## src/rtl/regfile_write_arbiter.sv

```systemverilog
// Shares the register file write port between WB (fixed priority) and the multi-cycle unit,
// buffering MC results in a small FIFO and tracking outstanding MC destinations in a busy scoreboard.
module regfile_write_arbiter #(
    parameter int QDEPTH = 2
) (
    input  logic        clk,
    input  logic        reset,
    input  logic        wb_wen,
    input  logic [4:0]  wb_addr,
    input  logic [31:0] wb_data,
    input  logic        mc_valid,
    input  logic [4:0]  mc_addr,
    input  logic [31:0] mc_data,
    output logic        mc_ready,
    input  logic        issue_valid,
    input  logic [4:0]  issue_addr,
    input  logic [4:0]  rs_addr,
    input  logic [4:0]  rt_addr,
    input  logic [4:0]  rd_addr,
    output logic        stall,
    output logic        rf_wen,
    output logic [4:0]  rf_addr,
    output logic [31:0] rf_data,
    output logic        err
);
    // MC handshake: a beat transfers on any cycle where mc_valid && mc_ready; while mc_ready is
    // low the MC keeps mc_addr/mc_data stable. mc_ready never depends on mc_valid.
    localparam int PTR_W = (QDEPTH > 1) ? $clog2(QDEPTH) : 1;
    localparam int CNT_W = $clog2(QDEPTH + 1);
    localparam logic [CNT_W-1:0] DEPTH_C  = CNT_W'(QDEPTH);
    localparam logic [PTR_W-1:0] LAST_PTR = PTR_W'(QDEPTH - 1);

    logic [4:0]       q_addr [QDEPTH];
    logic [31:0]      q_data [QDEPTH];
    logic [PTR_W-1:0] head;
    logic [PTR_W-1:0] tail;
    logic [CNT_W-1:0] count;
    logic [CNT_W-1:0] count_next;
    logic [31:0]      busy;
    logic [31:0]      busy_next;
    logic             err_next;

    logic wb_sel;
    logic q_empty;
    logic accept;
    logic direct;
    logic pop;
    logic push;

    function automatic logic [PTR_W-1:0] ptr_inc(input logic [PTR_W-1:0] p);
        return (p == LAST_PTR) ? '0 : p + 1'b1;
    endfunction

    always_comb begin
        wb_sel   = wb_wen && (wb_addr != 5'd0);
        q_empty  = (count == '0);
        mc_ready = (count < DEPTH_C);
        accept   = mc_valid && mc_ready;
        pop      = !wb_sel && !q_empty;
        // Direct write only when nothing older is queued, which keeps MC commits in order.
        direct   = !wb_sel && q_empty && mc_valid && (mc_addr != 5'd0);
        push     = accept && (mc_addr != 5'd0) && !direct;
    end

    always_comb begin
        rf_wen  = 1'b0;
        rf_addr = 5'd0;
        rf_data = 32'd0;
        if (!reset) begin
            if (wb_sel) begin
                rf_wen  = 1'b1;
                rf_addr = wb_addr;
                rf_data = wb_data;
            end else if (pop) begin
                rf_wen  = 1'b1;
                rf_addr = q_addr[head];
                rf_data = q_data[head];
            end else if (direct) begin
                rf_wen  = 1'b1;
                rf_addr = mc_addr;
                rf_data = mc_data;
            end
        end
    end

    // Issue is applied after the commit clear so a same-cycle set of the same register wins.
    always_comb begin
        busy_next = busy;
        if (pop) begin
            busy_next[q_addr[head]] = 1'b0;
        end
        if (direct) begin
            busy_next[mc_addr] = 1'b0;
        end
        if (issue_valid && (issue_addr != 5'd0)) begin
            busy_next[issue_addr] = 1'b1;
        end
        busy_next[0] = 1'b0;
    end

    always_comb begin
        err_next = err;
        if (accept && (mc_addr != 5'd0) && !busy[mc_addr]) begin
            err_next = 1'b1;
        end
        if (wb_sel && busy[wb_addr]) begin
            err_next = 1'b1;
        end
    end

    always_comb begin
        count_next = count;
        case ({push, pop})
            2'b10:   count_next = count + 1'b1;
            2'b01:   count_next = count - 1'b1;
            default: count_next = count;
        endcase
    end

    always_comb begin
        stall = busy[rs_addr] | busy[rt_addr] | busy[rd_addr];
    end

    always_ff @(posedge clk or posedge reset) begin
        if (reset) begin
            head  <= '0;
            tail  <= '0;
            count <= '0;
            busy  <= 32'd0;
            err   <= 1'b0;
        end else begin
            if (pop) begin
                head <= ptr_inc(head);
            end
            if (push) begin
                tail <= ptr_inc(tail);
            end
            count <= count_next;
            busy  <= busy_next;
            err   <= err_next;
        end
    end

    // Queue payload needs no reset; entries are only read when count says they are valid.
    always_ff @(posedge clk) begin
        if (push) begin
            q_addr[tail] <= mc_addr;
            q_data[tail] <= mc_data;
        end
    end
endmodule

```

## config.mk

```make
export PLATFORM = sky130hd
export DESIGN_NAME = regfile_write_arbiter
export DESIGN_NICKNAME = d
export VERILOG_FILES = /design/src/rtl/regfile_write_arbiter.sv
export SDC_FILE = /design/constraint.sdc
export NUM_CORES = 1
export LEC_CHECK = 0
export CAP_MARGIN = 40
export CORE_MARGIN = 1
export CORE_UTILIZATION = 30
export DETAILED_ROUTE_END_ITERATION = 10
export SYNTH_ARGS = -nofsm -noshare
export SYNTH_HDL_FRONTEND = slang
export SYNTH_SLANG_ARGS = --single-unit
```

## constraint.sdc

```tcl
create_clock -name clk -period 2.9 [get_ports clk]
set_clock_uncertainty 0.2 [all_clocks]
set_input_delay 0.58 -clock clk [delete_from_list [all_inputs] [get_ports clk]]
set_output_delay 0.58 -clock clk [all_outputs]
set_load 0.05 [all_outputs]
```

==> key figures <==
Status
  – Outcome: complete, but fails checks
  – Violated checks: negative setup slack

Timing
  – Slew at the pin closest to its max-slew limit: 0.564 ns
  – Setup ws final: -0.161 ns
  – WHS: 0.346 ns
  – Final period utilization: 1.06
  – Fmax: 327 MHz
  – RSZ-0062 raised after global routing: true
  – Number of max-slew violations in the final report: 0
  – Fin crit period: 3.06 ns
  – Worst slew margin: 0.623
  – Final setup viols: 39
  – Final Hold Viols: 0

Clocking
  – CTS Hold Buffers Added: 0
  – Clock latency on the worst-skew pair: 0.36 ns
  – CTS Buf Count: 9
  – CTS tree: done
  – H-tree depth: 3
  – Clk root buf: clkbuf_16
  – Clk sinks: 110
  – CTS max path bufs: 2
  – Clock Pin Slew Worst Setup and Hold Paths: 0.08 ns

Worst hold path
  – Worst Hold Depth: 2
  – Hold Path Class: reg2reg
  – WHS Endpoint: err
  – Hold Startpoint: err

Yosys
  – Ys flop type: edfxtp_1
  – Post-synthesis sequential element count: 110
  – Unique masters post-synth: 51
  – Top cells by area in the synthesized netlist: edfxtp_1 (33%), dfrtp_1 (13%), mux4_2 (9.7%)
  – Cell taking the most area after synthesis: edfxtp_1
  – Share of the synthesized area in the top cell type: 0.331
  – EDFF count, synth: 74
  – Cell Area, Synth: 6710 um2
  – Post-Synthesis Cells: 604
  – Avg Cell Area, Syn: 11.1 um2
  – Syn nets: 704
  – Seq/Total Area, Yosys: 0.465
  – Synth async-reset ratio: 0.327
  – Synth Warn #: 0

Placed design
  – Detailed placer's ending HPWL: 15900 um
  – Global placer's final weighted congestion: 0.914
  – Buffers on Ports: 139
  – Placed cell areas: 9740 um2

Routing
  – Via count: 6184
  – Initial DRC count: 710
  – Vias per std cell: 5.60
  – Routed Wire Length: 23300 um
  – Remaining DRCs: 0
  – DRT antenna net count: 0
  – First-pass detailed-route iteration total: 5
  – Wire per inst: 21.1 um

GRT
  – Initial antenna violation count: 0
  – Overall global routing resource usage: 0.211
  – Vias in the first global route: 6113
  – Global-route wire length before repair: 36100 um
  – Largest net degree at the start of global routing: 35
  – Total grt overflow: 0

Job
  – Max-cap viol count: 0

Power
  – Design Power: 0.00816 W
  – P per Cell Area: 753 nW/um2
  – Leak: 3.90 nW
  – Maximum vdd ir drop: 346 uV

Critical path
  – Critical Path RT: 2.12 ns
  – Internal reg-to-reg setup slack: 0.75 ns
  – Crit Path Max Fanout: 5
  – WP data arrival: 2.28 ns
  – CP endpoint kind: primary output
  – RR Endpoint: busy[17]
  – R2r startpoint: head
  – CP startpoint kind: input port
  – Setup CP Type: in2out
  – Reg2reg path depth: 6

Finish
  – Multi-input gate area: 4060 um2
  – Final instance area: 10800 um2
  – Proportion of layout cells with a drive suffix above 1: 0.427
  – Area growth, synth to finish: 61.5%
  – Ant. Diodes: 0
  – FF/Latch Area: 3140 um2
  – Most common cell after layout, fill and taps aside: clkdlybuf4s50_1
  – Fillers: 1918
  – Most frequent cells in the layout: clkdlybuf4s50_1 (78), edfxtp_1 (74), buf_4 (73), buf_12 (54), mux2i_1 (53)
  – Fin nets: 919

Floorplan
  – DIE WIDTH: 152 um
  – IO Count: 140
  – Die ar.: 23000 um2
  – FP Rows: 54
  – Core Region: 21900 um2
  – Starting Density: 0.306
  – DIE HEIGHT: 152 um
synth_stat cells (2+ instances only):
master,number
o221ai_1,31
edfxtp_1,74
nand3b_1,8
nand3_1,5
xnor2_1,4
mux2_2,7
o22a_1,2
nand4b_1,2
o22ai_1,3
nor3_1,6
nor2b_1,11
and2_1,2
o21ai_0,98
nor3b_1,3
buf_1,2
a311oi_1,4
nor4_1,2
a211oi_1,3
buf_2,10
a31oi_1,2
or3b_2,3
nand2_1,21
or3_4,3
a22oi_1,2
nor4b_1,2
inv_1,6
o21ai_1,3
a2111oi_0,3
nand4_1,12
dfrtp_1,36
clkbuf_1,30
nor2_1,54
a21oi_1,39
nand2b_1,7
mux2i_1,53
o211ai_1,3
mux4_2,29
or3_1,2
buf_6,5
worst max-delay path by stage:
| stage | from | to |
|---|---|---|
| CTS | wb_addr[1] | rf_addr[1] |
| detailed placement | wb_addr[3] | rf_data[23] |
| floorplan | mc_addr[0] | q_addr[0][0] |
| finish | wb_addr[0] | rf_data[28] |
| global route | wb_addr[3] | rf_data[28] |
| global placement | wb_addr[1] | q_data[1][13] |
critical path, stage by stage:
cell and delay, ns:
dlygate4sd2_1 0.26, o41a_1 0.50, nor3_4 0.22, buf_6 0.15
buf_12 0.13, buf_12 0.11, a21oi_4 0.05, nor2_4 0.12
buf_12 0.14
metal layers:
layer	vias up	wire length (um)	track usage
met3	39	2150	0.0533
met1	3027	9980	0.292
met5	-	0	0
met4	0	463	0.0708
li1	2818	-	-
met2	300	10700	0.322
sequential cells by signal, indices dropped and copies added, names as in the netlist:
register	count
head	1
q_addr	10
busy	31
err	1
q_data	64
count	2
tail	1
stage by stage:
step,instances,util,setup WS [ns],setup TNS (ns)
finish,1104,0.495,-0.161,-4.42
global route,1104,0.495,-0.239,-7.14
CTS,1103,0.493,-0.247,-7.17
detailed placement,1052,0.445,-0.531,-30.69
global placement,1050,0.443,-0.493,-56.66
floorplan,604,-,-0.566,-47.29
cells by family (layout without fill, tap and decap cells):
kind of cell	after synthesis	count (layout)	share of synthesized area
compound gates	197	197	0.180
xor+xnor	5	5	0.00653
simple gates	148	148	0.117
fa+ha+maj	1	1	0.00186
mux	90	90	0.192
buf+inv	53	273	0.0371
flops	110	110	0.465
area by class of cell:
class / count / area share
timing repair buffer: 251 / 0.275
sequential: 110 / 0.290
multi-input combinational: 441 / 0.374
tap: 280 / 0.0323
inverter: 6 / 0.00208
clock inverter: 5 / 0.00496
clock buffer: 11 / 0.0215
report_power, final:
part	switching, W	internal (W)
Clock	0.000603	0.000604
Combinational	0.00220	0.00208
Sequential	0.000548	0.00213
Total	0.00335	0.00481
what timing repair did:
action,4_1_cts,5_1_grt
gates cloned,8,0
gates resized for setup,176,52
endpoints found under the hold margin,0,0
buffers inserted,28,6
endpoints found under the setup margin,39,43
pin swaps,27,20
Note: power is estimated with default switching activity, not from simulation.
